`config.mk`:
```
export PLATFORM = sky130hd
export DESIGN_NAME = heap_port_arbiter
export DESIGN_NICKNAME = d
export VERILOG_FILES = /design/src/rtl/heap_port_arbiter.sv
export SDC_FILE = /design/constraint.sdc
export NUM_CORES = 1
export LEC_CHECK = 0
export ABC_AREA = 1
export CAP_MARGIN = 20
export CORE_AREA = 3 3 137 139
export CTS_BUF_LIST = sky130_fd_sc_hd__clkbuf_2
export CTS_CLUSTER_SIZE = 25
export DETAILED_ROUTE_END_ITERATION = 16
export DIE_AREA = 0 0 140 142
export RECOVER_POWER = 100
export SLEW_MARGIN = 25
export SYNTH_ARGS = -nofsm -noshare
export SYNTH_HDL_FRONTEND = slang
export SYNTH_SLANG_ARGS = --single-unit
```
`constraint.sdc`:
```
create_clock -name clk -period 5.15 [get_ports clk]
set_clock_uncertainty 0.05 [all_clocks]
set_input_delay 0.7725 -clock clk [delete_from_list [all_inputs] [get_ports clk]]
set_output_delay 0.7725 -clock clk [all_outputs]
set_load 0.01 [all_outputs]
```
`src/rtl/heap_port_arbiter.sv`:
```
// Shares one picorv32-style valid/ready heap RAM port among NREQ requesters.
// Round-robin arbitration, bounded burst lock, mandatory idle gap and a transfer watchdog.
module heap_port_arbiter #(
    parameter int          NREQ      = 3,
    parameter int          MAX_BURST = 16,
    parameter int          TIMEOUT   = 64,
    parameter logic [31:0] ERR_RDATA = 32'hDEAD_BEEF
) (
    input  logic              clk,
    input  logic              resetn,
    input  logic [NREQ-1:0]   req_valid,
    input  logic [NREQ-1:0]   req_lock,
    input  logic [NREQ*32-1:0] req_addr,
    input  logic [NREQ*32-1:0] req_wdata,
    input  logic [NREQ*4-1:0] req_wstrb,
    output logic [NREQ-1:0]   req_ready,
    output logic [31:0]       req_rdata,
    output logic              ram_valid,
    output logic [31:0]       ram_addr,
    output logic [31:0]       ram_wdata,
    output logic [3:0]        ram_wstrb,
    input  logic              ram_ready,
    input  logic [31:0]       ram_rdata,
    output logic [NREQ-1:0]   grant,
    output logic              bus_busy,
    output logic              timeout_err
);

    localparam int IW = (NREQ > 1)      ? $clog2(NREQ)      : 1;
    localparam int BW = (MAX_BURST > 1) ? $clog2(MAX_BURST) : 1;
    localparam int WW = (TIMEOUT > 1)   ? $clog2(TIMEOUT)   : 1;

    typedef enum logic [1:0] {IDLE, XFER, GAP} state_e;

    state_e          state_q;
    logic [NREQ-1:0] grant_q;
    logic            ram_valid_q;
    logic [IW-1:0]   rr_ptr_q;
    logic [IW-1:0]   winner_q;
    logic [BW-1:0]   burst_cnt_q;
    logic [WW-1:0]   wd_cnt_q;

    logic [IW-1:0]   pick_d;
    logic            pick_vld_d;
    logic            wd_expired;
    logic            xfer_end;
    logic            done_ok;

    // First pending requester at or above rr_ptr, wrapping at NREQ.
    always_comb begin
        int cand;
        // NOTE: every variable gets a default before any branch so no path can infer a latch.
        cand       = 0;
        pick_d     = '0;
        pick_vld_d = 1'b0;
        for (int k = 0; k < NREQ; k++) begin
            cand = (int'(rr_ptr_q) + k) % NREQ;
            if (!pick_vld_d && req_valid[IW'(cand)]) begin
                pick_d     = IW'(cand);
                pick_vld_d = 1'b1;
            end
        end
    end

    assign wd_expired = (state_q == XFER) && !ram_ready && (wd_cnt_q == WW'(TIMEOUT - 1));
    assign xfer_end   = (state_q == XFER) && (ram_ready || wd_expired);
    // Completion is never reported while reset is being applied.
    assign done_ok    = xfer_end && resetn;

    // A requester that dropped req_valid mid-transfer gets no completion pulse.
    assign req_ready   = done_ok ? (grant_q & req_valid) : '0;
    assign req_rdata   = !done_ok ? '0 : (ram_ready ? ram_rdata : ERR_RDATA);
    assign timeout_err = wd_expired && resetn;

    assign grant     = grant_q;
    assign ram_valid = ram_valid_q;
    assign bus_busy  = |grant_q[NREQ-1:1];

    // Mux keyed on the registered grant, so it cannot change during a transfer.
    always_comb begin
        ram_addr  = '0;
        ram_wdata = '0;
        ram_wstrb = '0;
        for (int i = 0; i < NREQ; i++) begin
            if (grant_q[i]) begin
                ram_addr  = ram_addr  | req_addr[32*i +: 32];
                ram_wdata = ram_wdata | req_wdata[32*i +: 32];
                ram_wstrb = ram_wstrb | req_wstrb[4*i +: 4];
            end
        end
    end

    // NOTE: reset is synchronous, so it is just the first branch of the clocked block; all state uses <=.
    always_ff @(posedge clk) begin
        if (!resetn) begin
            state_q     <= IDLE;
            grant_q     <= '0;
            ram_valid_q <= 1'b0;
            rr_ptr_q    <= '0;
            winner_q    <= '0;
            burst_cnt_q <= '0;
            wd_cnt_q    <= '0;
        end else begin
            case (state_q)
                IDLE: begin
                    if (pick_vld_d) begin
                        grant_q     <= NREQ'(1) << pick_d;
                        winner_q    <= pick_d;
                        ram_valid_q <= 1'b1;
                        wd_cnt_q    <= '0;
                        state_q     <= XFER;
                    end
                end
                XFER: begin
                    if (xfer_end) begin
                        ram_valid_q <= 1'b0;
                        wd_cnt_q    <= '0;
                        state_q     <= GAP;
                    end else begin
                        wd_cnt_q <= wd_cnt_q + 1'b1;
                    end
                end
                GAP: begin
                    // ram_valid stays low here for one cycle so the RAM sees a fresh rising edge.
                    if (req_lock[winner_q] && req_valid[winner_q] &&
                        (burst_cnt_q < BW'(MAX_BURST - 1))) begin
                        burst_cnt_q <= burst_cnt_q + 1'b1;
                        ram_valid_q <= 1'b1;
                        state_q     <= XFER;
                    end else begin
                        burst_cnt_q <= '0;
                        rr_ptr_q    <= (winner_q == IW'(NREQ - 1)) ? '0 : winner_q + 1'b1;
                        grant_q     <= '0;
                        state_q     <= IDLE;
                    end
                end
                default: state_q <= IDLE;
            endcase
        end
    end

endmodule

```
Yosys cells after proc, flatten, opt, wreduce, memory -nomap -nowiden:

Cells that the tools add are included.
Widths: inputs -> output; s select.

* bits in registers: 20
* input bits: 245
* logic and storage cells: 108

* $add $sub $neg: 5
* div/mod/pow operators: 3
* magnitude comparators: 5
* equal/unequal tests: 8
* shift operators: 1
* muxes and demuxes: 47
* bitwise operators: 8
* reduce and logical (&&, ||, !) cells: 24

Operators by type and width (number)
* $mux 32: 8
* $or 32x32->32: 4
* $mod 32x3->32 const B: 2
* $mod 3x3->32 const B: 1
* $mux 4: 4
* $mux 1: 15
* $lt 2x4->1 const B: 3
* $mux 2: 6
* $mux 6: 2
* $pmux 6 s2: 1
* $bmux 1 s2: 5
* $logic_and 1x1->1: 9
* $mux 3: 3
* $ne 2x2->1 const B: 4
* $or 4x4->4: 2
* $reduce_and 2->1: 4
* $add 6x1->6 const B: 1
* $eq 6x6->1 const B: 1
* $pmux 2 s3: 1
* $pmux 3 s2: 1
* $add 4x1->4 const B: 1
* $eq 2x2->1 const B: 2
* $lt 4x4->1 const B: 1
* $reduce_and 4->1: 1
* other kinds (16): 19

Logic depth before layout (Yosys ltp):

* depth in word-level cells: 14
* depth in mapped cells: 13
* gate-level depth less buffers: 12

Worst setup path before layout:

OpenSTA, ideal clock, no wires.

* path type: input -> output
* start: in resetn
* end: out req_rdata[10]
* arrival: 1.455 ns
* data required time: 4.328 ns
* setup slack: 2.873 ns
* stages: 6
* path buffers: 1
* path through: inv_1 > nor2_4 > nand2_2 > nand2_4 > buf_6 > o21a_1

* cells in the longest elaborated chain, start to end: 2

Ends and longest elaborated chain
* from (decl): RTL line 10 `input logic resetn,`
* $logic_and 1x1->1: RTL line 68 `assign done_ok = xfer_end && resetn;`
* $mux 32: RTL line 72 `assign req_rdata = !done_ok ? '0 : (ram_ready ? ram_rdata : ERR_RDATA);`
* to (decl): RTL line 17 `output logic [31:0] req_rdata,`

No other way between the ends.

Final worst setup path:

* start: in resetn
* end: out req_rdata[30]

Same word-level chain as after synthesis.

==> impl_metrics.ini <==
[die]
die_width_um = 140
dieArea_um2 = 19880
io_pins = 354
coreArea_um2 = 17780
initial_core_util_pct = 15.24
die_y_um = 142
rows = 49

[worst_setup_path]
worstPathCellList = clkdlybuf4s50_1, inv_1, nor2_1, nand2_2, nand2_1, o21a_1, dlygate4sd3_1
required_ns = 4.33
critPathMaxStageDelay_ns = 0.60
worstSetupStartpointType = input pin
crit_path_top_delay_cell = dlygate4sd3_1
cp-end-kind = primary output
arrival_ns = 3.47
worstSetupPathType = in -> out
crit_path_max_fanout = 26

[clock_tree]
clkTransAtPathRegs_ns = 0.17
clock_path_buffers = 2
post_cts_resized = 0
clk_latency_ns = 0.31
htree_levels = 1
cts.sinks = 20
cts_buffers = 3
holdBufCountCts = 0
tritoncts = built
post-cts-setup-buffer-count = 0
cts_root_buf = clkbuf_2

[flow_run]
cap_violations = 1

[synth]
yosysWarnings = 0
avgSynthCellArea_um2 = 5.094
synth_top_area_share_pct = 34.63
ys.flop_type = dfxtp_1
synth_nets = 783
yosys.cell_count.top_type = nand2_1
synth_edf_count = 0
yosys-top-cells-area = nand2_1 35%, nand3_1 17%, dfxtp_1 15%
synthTopCellsByCount = 250 x nand2_1, 91 x nand3_1, 34 x inv_1
ys_seq_elements = 20
netlist_area_um2 = 2710
yosysSeqAreaShare_pct = 14.77
netlist-cell-type-count = 28
syn_inst = 532
synth-async-reset-ratio_pct = 0
yosys.area.top_type = nand2_1

[sta]
timing.final.crit_share_pct = 83.40
worst_slack_ns = 0.8550
maxSlewViolCount = 49
relSlewSlack_pct = -26.62
period_minus_slack_ns = 4.295
setup_viol = 0
fmax_ghz = 0.2328
hold_violations = 0
rsz0062_at_grt = false
worst_slew_pin_slew_ns = 1.897
fin_setup_tns_ns = 0

[grt]
antenna_found_initial = 0
grt_overflow = 0
grt_pass1_wl_um = 25240
grt_pass1_vias = 4532
track_usage_pct = 15.68
grt_start_max_net_pins = 49

[power]
p_leak_nw = 2.781
powerDensity_nw_per_um2 = 149.4
power.net_switching_mw = 0.3839
netSwitchingFraction_pct = 40.09
combinationalPowerShare_pct = 71.9
p_seq_share_pct = 21.7
p_clk_share_pct = 6.4
ir_drop_mv = 0.06807
intPower_mw = 0.5737

[drt]
drt_iter0_drc = 129
drt_wl_total_um = 16840
antenna_left = 0
vias = 4546
viasPerCell = 4.174
dr.pass1.iters = 4
wl_per_cell_um = 15.46
remaining_drc_errors = 0

[min_path]
hp-class = reg -> reg

[placed_design]
dp_hpwl_um = 13970
gp_congestion = 0.8399
numPortBuffers = 353
place_ws_ns = 1.338

[finish]
antenna_cells = 0
final_nets = 1113
drive_above_1_share_pct = 1.628
area_growth_pct = 136.5

[status]
violations = capacitance limit, slew limit
status = finished with violations
-- layout make-up --
cell class,count,area (um2)
flip-flops and latches,20,400.4
repair buffers,356,3551
clock buffers,3,15.01
fillers,1906,11370
multi-input cells,442,2009
well taps,229,286.5
inverters,39,146.4
-- final timing paths --
check,from,end,slack (ns),cells past startpoint
worst max register to register,grant[0],grant[0],2.66,3
worst min register to register,ram_valid,ram_valid,0.46,2
worst max-delay path,resetn,req_rdata[30],0.85,7
worst min-delay path,ram_valid,ram_valid,0.46,2
-- metrics by stage --
step / power, mW / util (%) / instances / hold WS, ns / instance area, um2
after global routing: 1.037 / 36.05 / 1089 / 0.4759 / 6409
after floorplan: 0.4586 / - / 532 / 0.4074 / 2710
after detailed placement: 0.9528 / 36.12 / 1086 / 0.4294 / 6422
final: 0.9576 / 36.05 / 1089 / 0.4556 / 6409
after global placement: 0.9526 / 36.12 / 1086 / 0.4235 / 6422
after CTS: 1.017 / 36.21 / 1089 / 0.4521 / 6437
-- placed cells by master, fill, tap and decap left out, types with 2 or more instances in the layout --
cell type	instances
nor3_1	2
a211oi_1	3
dlygate4sd3_1	80
dfxtp_1	20
inv_1	34
nor2_1	25
clkdlybuf4s50_1	273
nand3_1	91
nand4_1	4
o21ai_0	6
nor4_1	2
inv_2	4
clkbuf_2	5
a21oi_1	15
o21a_1	24
nand2_1	253
xor2_1	2
ha_1	6
-- power by group through the flow --
stage	Combinational [mW]	Sequential (mW)	Clock, mW
floorplan	0.282	0.177	0
global placement	0.738	0.214	0
detailed placement	0.738	0.214	0
CTS	0.743	0.211	0.0636
global route	0.752	0.215	0.0696
finish	0.688	0.208	0.0616
-- cells by family after synthesis --
kind of cell               Yosys count  synth area share, %
AOI/OAI and AO/OA                   51                12.05
xor gates and xnor gates             2               0.6465
adders and majority gates            6                2.770
buffers and inverters               70                10.34
DFF                                 20                14.77
and+or+nand+nor                    383                59.42
-- flip-flops by register name, summed over array words and instances, names as in the netlist --
name / cells
state_q: 2
winner_q: 2
ram_valid: 1
grant: 3
rr_ptr_q: 2
wd_cnt_q: 6
burst_cnt_q: 4
-- worst max-delay path: cells and delay by family --
family                 cells  cell delay [ns]
buffers and inverters      3             1.52
AOI/OAI and AO/OA          1             0.29
and+or+nand+nor            3             0.88
-- layer usage --
layer,track usage (%),part of all wire (%),vias up
li1,-,-,2354
met3,4.503,8.8,23
met1,18.47,40,1936
met5,0,0,-
met2,28.49,50,233
met4,3.162,2.0,0
No activity file was read; power rests on OpenSTA's default activity.
